**config.mk**
```make
export PLATFORM = sky130hd
export DESIGN_NAME = stepper_phase_seq_flat
export DESIGN_NICKNAME = d
export VERILOG_FILES = /design/src/rtl/stepper_phase_seq_pkg.sv /design/src/rtl/stepper_phase_seq_if.sv /design/src/rtl/stepper_phase_seq_sync.sv /design/src/rtl/stepper_phase_seq.sv /design/src/flat_wrapper.sv
export SDC_FILE = /design/constraint.sdc
export NUM_CORES = 1
export LEC_CHECK = 0
export CAP_MARGIN = 20
export CORE_MARGIN = 3
export CORE_UTILIZATION = 31
export DETAILED_ROUTE_END_ITERATION = 16
export SLEW_MARGIN = 20
export SYNTH_ARGS = -nofsm -noshare
export SYNTH_HDL_FRONTEND = slang
export SYNTH_SLANG_ARGS = --single-unit
```
**constraint.sdc**
```tcl
create_clock -name LClk -period 4.7 [get_ports LClk]
set_clock_uncertainty 0.15 [all_clocks]
set_input_delay 1.175 -clock LClk [delete_from_list [all_inputs] [get_ports LClk]]
set_output_delay 1.175 -clock LClk [all_outputs]
set_load 0.02 [all_outputs]
```
**src/rtl/stepper_phase_seq_pkg.sv**
```systemverilog
// rtl/stepper_phase_seq_pkg.sv - shared types, phase table and index stepping for the stepper sequencer
package stepper_pkg;

  typedef enum logic [1:0] {
    ST_IDLE = 2'd0,
    ST_STEP = 2'd1,
    ST_HOLD = 2'd2
  } state_e;

  localparam int POS_W_DEF = 32;

  // Coil drive {D,C,B,A}; entry 0 sits in the low nibble.
  localparam logic [7:0][3:0] PHASE_TBL = {
    4'b1001, 4'b1000, 4'b1100, 4'b0100,
    4'b0110, 4'b0010, 4'b0011, 4'b0001
  };

  // Full-step from an even (single-coil) index moves by one to realign to a two-coil pattern.
  function automatic logic [2:0] next_idx(input logic [2:0] idx, input logic dir, input logic half);
    logic [2:0] inc;
    inc = (half || !idx[0]) ? 3'd1 : 3'd2;
    return dir ? (idx + inc) : (idx - inc);
  endfunction

endpackage

```
**src/rtl/stepper_phase_seq_if.sv**
```systemverilog
// rtl/stepper_phase_seq_if.sv - step command inputs and coil/position outputs of the stepper sequencer
interface stepper_phase_seq_if
  import stepper_pkg::*;
#(
  parameter int POS_W = POS_W_DEF
);
  logic                    ST_CLK;
  logic                    ST_DIR;
  logic                    ST_ENB;
  logic                    ST_DIS;
  logic                    HALF;
  logic                    CLR;
  logic [3:0]              PHASE;
  logic signed [POS_W-1:0] POS;
  logic                    BUSY;
  logic                    OVR;
  logic                    LIMIT;

  modport master (
    output ST_CLK, ST_DIR, ST_ENB, ST_DIS, HALF, CLR,
    input  PHASE, POS, BUSY, OVR, LIMIT
  );

  modport slave (
    input  ST_CLK, ST_DIR, ST_ENB, ST_DIS, HALF, CLR,
    output PHASE, POS, BUSY, OVR, LIMIT
  );
endinterface

```
**src/rtl/stepper_phase_seq_sync.sv**
```systemverilog
// rtl/stepper_phase_seq_sync.sv - two-flop synchroniser plus history flop giving a one-cycle rising-edge pulse
module step_edge_sync (
  input  logic clk_i,
  input  logic rst_i,
  input  logic async_i,
  output logic edge_o
);
  logic s1_q, s2_q, s3_q;

  always_ff @(posedge clk_i) begin
    if (rst_i) begin
      s1_q <= 1'b0;
      s2_q <= 1'b0;
      s3_q <= 1'b0;
    end else begin
      s1_q <= async_i;
      s2_q <= s1_q;
      s3_q <= s2_q;
    end
  end

  assign edge_o = s2_q & ~s3_q;
endmodule

```
**src/rtl/stepper_phase_seq.sv**
```systemverilog
// rtl/stepper_phase_seq.sv - 4-coil unipolar stepper phase sequencer with position, overrun and optional soft limit (STEP_POS_LIMIT_EN)
module stepper_phase_seq
  import stepper_pkg::*;
#(
  parameter int HOLD_CYC = 16,
  parameter int POS_W    = POS_W_DEF,
  parameter int POS_MIN  = -100000,
  parameter int POS_MAX  = 100000
) (
  input logic                LClk,
  input logic                LRst,
  stepper_phase_seq_if.slave bus
);
  localparam int HCW = (HOLD_CYC > 1) ? $clog2(HOLD_CYC) : 1;

  state_e                  state_q;
  logic [2:0]              idx_q, idx_d;
  logic signed [POS_W-1:0] pos_q, pos_d;
  logic [3:0]              phase_q;
  logic [HCW-1:0]          hold_q;
  logic                    ovr_q;
  logic                    step_req;
  logic                    en;
  logic                    do_step;
  logic                    ovr_set;
  logic                    lim_hit;

  step_edge_sync u_sync (
    .clk_i   (LClk),
    .rst_i   (LRst),
    .async_i (bus.ST_CLK),
    .edge_o  (step_req)
  );

`ifdef STEP_POS_LIMIT_EN
  localparam logic signed [63:0] PMIN = 64'(POS_MIN);
  localparam logic signed [63:0] PMAX = 64'(POS_MAX);
  logic signed [63:0] pos_ext;
  logic               lim_q;
  logic               lim_set;

  // Widened so the +/-1 probe cannot itself overflow at the POS_W extremes.
  assign pos_ext = 64'(pos_q);
  assign lim_hit = bus.ST_DIR ? ((pos_ext + 64'sd1) > PMAX) : ((pos_ext - 64'sd1) < PMIN);
  assign lim_set = step_req & en & (state_q == ST_IDLE) & lim_hit;

  always_ff @(posedge LClk) begin
    if (LRst) begin
      lim_q <= 1'b0;
    end else if (lim_set) begin
      lim_q <= 1'b1;
    end else if (bus.CLR) begin
      lim_q <= 1'b0;
    end
  end

  assign bus.LIMIT = lim_q;
`else
  assign lim_hit   = 1'b0;
  assign bus.LIMIT = 1'b0;
`endif

  always_comb begin
    en      = bus.ST_ENB & ~bus.ST_DIS;
    do_step = (state_q == ST_STEP) & en;
    ovr_set = step_req & en & (state_q != ST_IDLE);
    idx_d   = idx_q;
    pos_d   = pos_q;
    if (do_step) begin
      idx_d = next_idx(idx_q, bus.ST_DIR, bus.HALF);
      pos_d = bus.ST_DIR ? (pos_q + POS_W'(1)) : (pos_q - POS_W'(1));
    end
  end

  always_ff @(posedge LClk) begin
    if (LRst) begin
      state_q <= ST_IDLE;
      idx_q   <= 3'd0;
      pos_q   <= '0;
      phase_q <= 4'b0000;
      hold_q  <= '0;
      ovr_q   <= 1'b0;
    end else begin
      idx_q   <= idx_d;
      pos_q   <= pos_d;
      phase_q <= en ? PHASE_TBL[idx_d] : 4'b0000;

      if (ovr_set) begin
        ovr_q <= 1'b1;
      end else if (bus.CLR) begin
        ovr_q <= 1'b0;
      end

      case (state_q)
        ST_IDLE: begin
          if (step_req && en && !lim_hit) begin
            state_q <= ST_STEP;
          end
        end
        ST_STEP: begin
          if (en) begin
            state_q <= ST_HOLD;
            hold_q  <= HCW'(HOLD_CYC - 1);
          end else begin
            state_q <= ST_IDLE;
            hold_q  <= '0;
          end
        end
        ST_HOLD: begin
          if (!en || hold_q == '0) begin
            state_q <= ST_IDLE;
            hold_q  <= '0;
          end else begin
            hold_q <= hold_q - HCW'(1);
          end
        end
        default: begin
          state_q <= ST_IDLE;
          hold_q  <= '0;
        end
      endcase
    end
  end

  assign bus.PHASE = phase_q;
  assign bus.POS   = pos_q;
  assign bus.BUSY  = (state_q != ST_IDLE);
  assign bus.OVR   = ovr_q;
endmodule

```
**src/flat_wrapper.sv**
```systemverilog
// flat-port wrapper written by rule: the top's interface ports become plain ports
module stepper_phase_seq_flat import stepper_pkg::*;
#(
  parameter int HOLD_CYC = 16,
  parameter int POS_W    = POS_W_DEF,
  parameter int POS_MIN  = -100000,
  parameter int POS_MAX  = 100000
)
  (LClk, LRst, bus_ST_CLK, bus_ST_DIR, bus_ST_ENB, bus_ST_DIS, bus_HALF, bus_CLR, bus_PHASE, bus_POS, bus_BUSY, bus_OVR, bus_LIMIT);
  stepper_phase_seq_if #(.POS_W(POS_W)) bus_i ();
  input logic LClk;
  input logic LRst;
  input wire logic [$bits(bus_i.ST_CLK)-1:0] bus_ST_CLK;
  input wire logic [$bits(bus_i.ST_DIR)-1:0] bus_ST_DIR;
  input wire logic [$bits(bus_i.ST_ENB)-1:0] bus_ST_ENB;
  input wire logic [$bits(bus_i.ST_DIS)-1:0] bus_ST_DIS;
  input wire logic [$bits(bus_i.HALF)-1:0] bus_HALF;
  input wire logic [$bits(bus_i.CLR)-1:0] bus_CLR;
  output wire logic [$bits(bus_i.PHASE)-1:0] bus_PHASE;
  output wire logic [$bits(bus_i.POS)-1:0] bus_POS;
  output wire logic [$bits(bus_i.BUSY)-1:0] bus_BUSY;
  output wire logic [$bits(bus_i.OVR)-1:0] bus_OVR;
  output wire logic [$bits(bus_i.LIMIT)-1:0] bus_LIMIT;
  assign bus_i.ST_CLK = bus_ST_CLK;
  assign bus_i.ST_DIR = bus_ST_DIR;
  assign bus_i.ST_ENB = bus_ST_ENB;
  assign bus_i.ST_DIS = bus_ST_DIS;
  assign bus_i.HALF = bus_HALF;
  assign bus_i.CLR = bus_CLR;
  assign bus_PHASE = bus_i.PHASE;
  assign bus_POS = bus_i.POS;
  assign bus_BUSY = bus_i.BUSY;
  assign bus_OVR = bus_i.OVR;
  assign bus_LIMIT = bus_i.LIMIT;
  stepper_phase_seq #(.HOLD_CYC(HOLD_CYC), .POS_W(POS_W), .POS_MIN(POS_MIN), .POS_MAX(POS_MAX)) u_core (.LClk(LClk), .LRst(LRst), .bus(bus_i));
endmodule
```
==> impl_metrics.toml <==
[status]
run_status = "complete, no violations"

[synth]
async_flop_share_pct = 0
syn-num-nets = 502
ys.flop_type = "dfxtp_1"
synth.cell_area_um2 = 3580
synth_sequential_area_ratio_pct = 27.4
postSynthAreaPerCell_um2 = 7.82
ys_types = 59
yosys_warnings = 0
yosys_register_bits = 49
number_of_synthesized_flops_with_an_enable_pin = 0
syn_inst = 458

[drt]
dr.first_iter.drc_count = 171
route.antenna.remaining_nets = 0
wirelength_um = 9210
wl_per_cell_um = 14.4
detail_route.first_pass.iterations = 4
route.detailed.drc = 0
routed_via_density = 5.27
route.vias.total = 3361

[floorplan]
floorplan.core_area_um2 = 11100
dieArea_um2 = 12900
fp.dieH_um = 114
die_w_um = 114
fp-row-count = 38
ios = 47
initial_utilization_pct = 32.3

[cells_and_area]
final_layout_size_suffix_gt1_share_pct = 5.22
seqCellArea_um2 = 981
final-instance-count-excl-fill = 638
fillCellCount = 1149
synthToLayoutAreaGrowth_pct = 21.1
fin_nets = 542
num_antenna_cells = 0
final_util_pct = 39.2
mostFrequentLayoutCell = "a21oi_1"
layout_common_cells = "a21oi_1 (52), dfxtp_1 (49), nor2_1 (45), clkdlybuf4s50_1 (45), nand2_1 (44)"
multiInputGateArea_um2 = 2430

[sta]
worst_slew_margin_rel_pct = 31.7
whs_ns = 0.292
final_setup_violation_count = 0
max_slew.worst_pin.slew_ns = 1.02
timing_hold_violations_final = 0
finalCriticalPeriod_ns = 4.16
max_freq_ghz = 0.241
post-route-period-util_pct = 88.4
rsz0062_at_grt = "false"
report.final.slew_viol_count = 0
finalWorstSetupSlack_ns = 0.545
tns_ns = 0

[worst_setup_path]
critical_path.endpoint_type = "register"
critPathMaxFanout = 8
crit_arrival_ns = 4.20
cp.required_ns = 4.74
cp_buf_inv_count = 2
crit_chain = "clkdlybuf4s50_1 > inv_1 > ha_1 > o21ai_1 > a211oi_2 > o41a_1 > a311o_1 > a41oi_2 > a31oi_1 > xor2_1 > a22o_1"
timing.critical_path.max_delay_family = "compound AO/OA/AOI/OAI gates"
setup.worst_path.start_class = "input port"
critPathKind = "input port to register"
crit_path_top_delay_cell = "clkdlybuf4s50_1"
cp_slowest_stage_delay_ns = 0.49

[pwr]
powerDensity_nw_per_um2 = 204
p_leak_nw = 1.76
max-vdd-ir-drop_uv = 123

[clocking]
cts-hold-fix-buffers = 0
cts_htree_levels = 2
tritoncts = "built"
clock_tree.buffer_depth = 2
cts_setup_buffers = 0
clock_insertion_delay_worst_skew_ns = 0.29
cts.repair.resized = 0
clk_transition_reported_paths_ns = 0.07
cts_buffers = 5
cts_root_buffer = "clkbuf_16"
clock_sinks = 49

[placement]
hpwl_um = 7030
placed_cells = 631
place_congestion = 0.908
place_worst_setup_slack_ns = 0.288
io_buffer_count = 45

[global_routing]
grt_overflow_total = 0
maximum_number_of_pins_on_one_net_before_global_route_repair = 34
globalRouteTotalUtil_pct = 14.7
first_pass_grt_wire_length_um = 15800
initial_antenna_violation_count = 0
grt_pass1_vias = 3278

[flow_run]
timing.max_cap.violations = 0

[min_path]
hp-class = "register to register"
state kept, by name, indices dropped and copies added (netlist names):
signal / flops
u_core.bus.POS: 32
u_core.u_sync.s3_q: 1
u_core.u_sync.s2_q: 1
u_core.bus.PHASE: 4
u_core.bus.OVR: 1
u_core.idx_q: 3
u_core.u_sync.s1_q: 1
u_core.hold_q: 4
u_core.state_q: 2
cell families after synthesis:
group,synth area share [%]
AOI/OAI and AO/OA,29.4
buffers and inverters,4.85
DFF,27.4
muxes,0.594
xor gates and xnor gates,6.35
other,0.105
and+or+nand+nor,18.4
adders and majority gates,13.0
per-stage QoR:
step	instance area [um2]	total power [mW]
2_1_floorplan	3580	0.505
3_3_place_gp	4200	0.536
3_5_place_dp	4200	0.536
4_1_cts	4340	0.896
5_1_grt	4340	0.923
6_report	4340	0.883
layer usage:
metal | vias up | GRT usage [%] | wire, um
li1 | 1734 | - | -
met5 | - | 0 | 0
met4 | 0 | 4.57 | 120
met1 | 1556 | 20.2 | 4620
met3 | 7 | 2.28 | 352
met2 | 64 | 23.7 | 4120
cells in the mapped netlist (8+ instances only):
cell type,number,area (um2)
nor2_1,45,169
inv_1,23,86.3
a21oi_1,52,260
clkbuf_1,18,67.6
dfxtp_1,49,981
o21ai_0,21,105
ha_1,34,425
nor3_1,9,45.0
nor2b_1,9,56.3
a21o_1,13,97.6
a22o_1,12,105
xnor2_1,21,184
nand2_1,44,165
o21bai_1,8,60.1
where the power goes:
part	internal, mW	switching (mW)
Clock	0.195	0.160
Combinational	0.0419	0.0652
Sequential	0.418	0.00199
worst paths after layout:
path	cells after the start	endpoint	startpoint	slack, ns
setup / recovery	11	u_core.bus.POS[26]	bus_ST_DIR	0.54
hold / removal	1	u_core.u_sync.s2_q	u_core.u_sync.s1_q	0.29
setup reg to reg	10	u_core.bus.POS[28]	u_core.bus.POS[0]	1.54
hold reg to reg	1	u_core.u_sync.s2_q	u_core.u_sync.s1_q	0.29
layout make-up:
class / instances / share of cell area, %
multi-input cells: 364 / 56.0
flip-flops and latches: 49 / 22.6
repair buffers: 55 / 12.1
well taps: 140 / 4.04
clock buffers: 5 / 2.88
inverters: 23 / 1.99
clock inverters: 2 / 0.375
No activity file was read; power rests on OpenSTA's default activity.
==> edit 1 (config.mk and constraints unchanged) <==
Re-encode `state_e` (3 states) as one-hot, 3 bits wide.
--- a/src/rtl/stepper_phase_seq_pkg.sv
+++ b/src/rtl/stepper_phase_seq_pkg.sv
@@ -1,10 +1,10 @@
 // rtl/stepper_phase_seq_pkg.sv - shared types, phase table and index stepping for the stepper sequencer
 package stepper_pkg;
 
-  typedef enum logic [1:0] {
-    ST_IDLE = 2'd0,
-    ST_STEP = 2'd1,
-    ST_HOLD = 2'd2
+  typedef enum logic [2:0] {
+    ST_IDLE = 3'b001,
+    ST_STEP = 3'b010,
+    ST_HOLD = 3'b100
   } state_e;
 
   localparam int POS_W_DEF = 32;
Check against the original RTL: no difference found for any inputs over 10 cycles, from zero or initial values and one cycle with LRst high; not proved beyond that.
==> edit 1 against the unedited design <==
Total power is 2.5% higher. Critical path type unchanged. Sequential power is 1% higher. Core utilization is 0.47 points higher. Area after synthesis is 1.3% higher. Sequential cell count is 1 higher. Maximum frequency is 0.57% higher. Combinational power is 16% lower. Final area is 1.6% higher. Worst setup slack better by 0.024 ns. Routed wire length is 3.9% higher.
==> edit 1: results (changes against the unedited design) <==
- Seq/Total Area, Yosys: 27.6% (was 27.4%)
- Reg2Reg Capture Point: u_core.bus.POS[26] (was u_core.bus.POS[28])
- Layout cells sized above 1: 5.51% (was 5.22%)
- Setup crit end: u_core.bus.POS[25] (was u_core.bus.POS[26])
- LEAKAGE: 1.82 nW (was 1.76 nW)
- Initial antenna violation count: 0 (unchanged)
- Largest net degree at the start of global routing: 35 (was 34)
- Run status: complete, no violations (unchanged)
- First-pass GRT wire length: 16.2 mm (was 15.8 mm)
- Setup bufs post-CTS: 0 (unchanged)
- Layout net count: 549 (was 542)
- Max VDD drop: 0.135 mV (was 0.123 mV)
- Pre-CTS worst setup slack: 0.322 ns (was 0.288 ns)
- DR vias/cell: 5.30 (was 5.27)
- Arrival time worst endpoint: 4.15 ns (was 4.20 ns)
- Area contributors post-synth: dfxtp_1 (28%), ha_1 (11%), a21oi_1 (8.1%), nand2_1 (6.8%), xnor2_1 (4.8%) (was dfxtp_1 (27%), ha_1 (12%), a21oi_1 (7.3%), xnor2_1 (5.1%), nor2_1 (4.7%))
- Unique cell type count in the Yosys netlist: 55 (was 59)
- Max Freq: 0.242 GHz (was 0.241 GHz)
- First drt pass iteration count: 5 (was 4)
- Area post-placement: 0.00426 mm2 (was 0.00420 mm2)
- Most frequent cells after synthesis: nand2_1 (66), a21oi_1 (59), dfxtp_1 (50) (was a21oi_1 (52), dfxtp_1 (49), nor2_1 (45))
- Worst reg2reg setup slack: 1.78 ns (was 1.54 ns)
- Routed WL: 9.57 mm (was 9.21 mm)
- Post-synth net total: 508 (was 502)
- Dpl hpwl: 7.36 mm (was 7.03 mm)
- Vias in the first global route: 3421 (was 3278)
- Buffer depth of the longest clock path: 2 (unchanged)
- GP Congestion: 0.861 (was 0.908)
- CP Max Fanout: 14 (was 8)
- GR Util All Layers: 15.1% (was 14.7%)
## edit 1: cell type report
cell class / instances / area [um2]
Timing Repair Buffer: 56 / 546
Clock buffer: 5 / 125
Sequential cell: 50 / 1000
Multi-Input combinational cell: 380 / 2480
Inverter: 14 / 52.6
Fill cell: 1173 / 6720
Tap cell: 140 / 175
Clock inverter: 3 / 28.8
## edit 1: power breakdown
part / switching [mW] / leakage (nW) / internal (mW)
Sequential: 0.000680 / 0.403 / 0.425
Clock: 0.186 / 0.0759 / 0.204
Combinational: 0.0543 / 1.34 / 0.0353
## edit 1: worst max-delay path: stages
cell	delay, ns
clkdlybuf4s50_1	0.43
inv_1	0.42
ha_1	0.40
a21oi_1	0.24
and2_1	0.21
a21oi_1	0.10
o31ai_1	0.45
a22oi_1	0.20
a41oi_1	0.28
xor2_1	0.16
o21ai_0	0.10
## edit 1: how the worst min path moves through the flow
stage                               to               start  slack, ns  cells after the start
detailed placement  u_core.u_sync.s2_q  u_core.u_sync.s1_q       0.30                      1
global placement    u_core.u_sync.s2_q  u_core.u_sync.s1_q       0.27                      1
finish              u_core.u_sync.s2_q  u_core.u_sync.s1_q       0.31                      1
floorplan           u_core.u_sync.s2_q  u_core.u_sync.s1_q       0.26                      1
global route        u_core.u_sync.s2_q  u_core.u_sync.s1_q       0.32                      1
CTS                 u_core.u_sync.s2_q  u_core.u_sync.s1_q       0.31                      1
## edit 1: stage by stage
step	instances	utilization, %
detailed placement	640	38.2
CTS	648	39.6
global placement	640	38.2
finish	648	39.6
floorplan	466	-
global route	648	39.6
## edit 1: cell families (layout without fill, tap and decap cells)
group / after synthesis / in the layout / share of synthesized area (%)
AND/OR/NAND/NOR: 171 / 171 / 23.6
AO/OA/AOI/OAI: 144 / 144 / 25.1
flip-flops: 50 / 50 / 27.6
buffers and inverters: 36 / 78 / 4.03
adder cells (fa/ha/maj): 34 / 34 / 12.1
XOR/XNOR: 26 / 26 / 6.28
multiplexers: 4 / 4 / 1.14
other: 1 / 1 / 0.103
## edit 1: per-layer routing
layer  vias to the layer above  wire length (um)  track usage [%]  part of all wire [%]
li1                       1753                 -                -                     -
met1                      1578              4530             19.8                    47
met2                        85              4350             24.4                    45
met3                        17               473             2.91                   4.9
met4                         0               225             5.78                   2.4
met5                         -                 0                0                     0
==> edit 2 (same flow settings) <==
Without the edit above. Add a define of `STEP_POS_LIMIT_EN`.
--- a/src/rtl/stepper_phase_seq.sv
+++ b/src/rtl/stepper_phase_seq.sv
@@ -1,4 +1,6 @@
 // rtl/stepper_phase_seq.sv - 4-coil unipolar stepper phase sequencer with position, overrun and optional soft limit (STEP_POS_LIMIT_EN)
+`define STEP_POS_LIMIT_EN
+
 module stepper_phase_seq
   import stepper_pkg::*;
 #(
Formal check against the unedited RTL: no difference found for any inputs over 10 cycles, from zero or initial values and one cycle with LRst high; that may be too few to reach the edited logic, so the function may still have changed.
==> edit 2 against the unedited design <==
Sequential cell count increased by 1. Routed wire length increased by 23%. Final cell count increased by 16%. Worst setup slack got worse by 0.26 ns. Total power increased by 17%. Final area increased by 12%. Area after synthesis increased by 11%. Maximum frequency decreased by 5.9%. Critical endpoint is now u_core.bus.POS[16]. Largest power group is now the clock network. Highest routed layer unchanged.
==> edit 2: results (changes against the unedited design) <==
- CP Max Fanout: 26 (was 8)
- Run status: complete, no violations (unchanged)
- Most frequent cells after synthesis: nand2_1 (76), a21oi_1 (65), dfxtp_1 (50) (was a21oi_1 (52), dfxtp_1 (49), nor2_1 (45))
- PortBufs: 46 (was 45)
- Layout cells sized above 1: 5.26% (was 5.22%)
- Dpl hpwl: 8.46 mm (was 7.03 mm)
- Area contributors post-synth: dfxtp_1 (25%), ha_1 (11%), a21oi_1 (8.2%), nand2_1 (7.2%), xnor2_1 (4.2%) (was dfxtp_1 (27%), ha_1 (12%), a21oi_1 (7.3%), xnor2_1 (5.1%), nor2_1 (4.7%))
- Unique cell type count in the Yosys netlist: 61 (was 59)
- Total number of vias: 4035 (was 3361)
- Reg2Reg Capture Point: u_core.bus.POS[16] (was u_core.bus.POS[28])
- LEAKAGE: 1.92 nW (was 1.76 nW)
- Arrival time worst endpoint: 4.44 ns (was 4.20 ns)
- Slew HR: 40.6% (was 31.7%)
- Synth Area in Compound Gates: 28.0% (was 29.4%)
- Post-synth net total: 568 (was 502)
- GR Util All Layers: 16.0% (was 14.7%)
- Layout net count: 614 (was 542)
- Initial DRC count: 260 (was 171)
- Mux share of post-synthesis cell area: 1.07% (was 0.594%)
- Routed WL: 11.3 mm (was 9.21 mm)
- XOR/XNOR Fraction of Synth Area: 6.18% (was 6.35%)
- Adder-cell share of the synthesized area: 12.0% (was 13.0%)
- Worst hold start: u_core.u_sync.s1_q (unchanged)
- Largest net degree at the start of global routing: 27 (was 34)
- GP Congestion: 0.863 (was 0.908)
- Worst reg2reg setup slack: 1.44 ns (was 1.54 ns)
- First-pass GRT wire length: 19.0 mm (was 15.8 mm)
==> edit 2: cell types whose count changed in the layout (fill, tap and decap cells not counted), moves of 7 or more <==
cell and delta:
nor4_1 +7, a21oi_1 +13, nand2_1 +32, a22o_1 -11, nor2_1 -12, and4_1 +7
==> edit 2: per-layer routing <==
metal	global-route usage (%)	routed length (um)	vias to the layer above
met5	0	0	-
met4	5.36	273	0
met3	2.94	473	22
met2	27.0	5310	90
met1	20.4	5240	1903
li1	-	-	2020
==> edit 2: report_power, final <==
part / switching, mW / internal [mW]
logic: 0.0705 / 0.0538
clock network: 0.172 / 0.306
registers: 0.00392 / 0.427
total: 0.247 / 0.787
==> edit 2: per-stage QoR <==
stage | std cells | hold WS, ns | instance area, um2 | setup slack, ns
3_3_place_gp | 730 | 0.282 | 4670 | 0.0555
2_1_floorplan | 523 | 0.264 | 3970 | 0.149
4_1_cts | 738 | 0.312 | 4870 | 0.323
3_5_place_dp | 730 | 0.285 | 4670 | 0.0135
6_report | 738 | 0.310 | 4870 | 0.285
5_1_grt | 738 | 0.331 | 4870 | 0.0751
==> edit 2: logic make-up after synthesis <==
family,after synthesis
AND/OR/NAND/NOR,192
multiplexers,4
flip-flops,50
adder cells (fa/ha/maj),37
XOR/XNOR,28
buffers and inverters,38
AO/OA/AOI/OAI,174
==> edit 2: worst max-delay path, cell delays in order <==
cell,delay [ns]
clkdlybuf4s50_1,0.50
inv_1,0.08
buf_12,0.16
ha_1,0.35
a21o_1,0.22
a221oi_1,0.54
o21ai_0,0.26
a21oi_1,0.19
o21bai_1,0.14
a21oi_1,0.26
o21ai_0,0.16
xnor2_1,0.29
o21ai_0,0.11
==> edit 2: worst max-delay path by stage <==
stage | end | slack [ns]
3_5_place_dp | u_core.bus.POS[16] | 0.01
5_1_grt | u_core.bus.POS[16] | 0.08
6_report | u_core.bus.POS[16] | 0.29
2_1_floorplan | u_core.bus.POS[31] | 0.15
4_1_cts | u_core.bus.POS[16] | 0.32
3_3_place_gp | u_core.bus.POS[16] | 0.06
==> edit 2: final cells by class <==
class	instances	area, um2
clock inverters	3	68.8
repair buffers	60	573
multi-input cells	435	2830
flip-flops and latches	50	1000
fillers	1302	7390
inverters	17	63.8
well taps	168	210
clock buffers	5	125
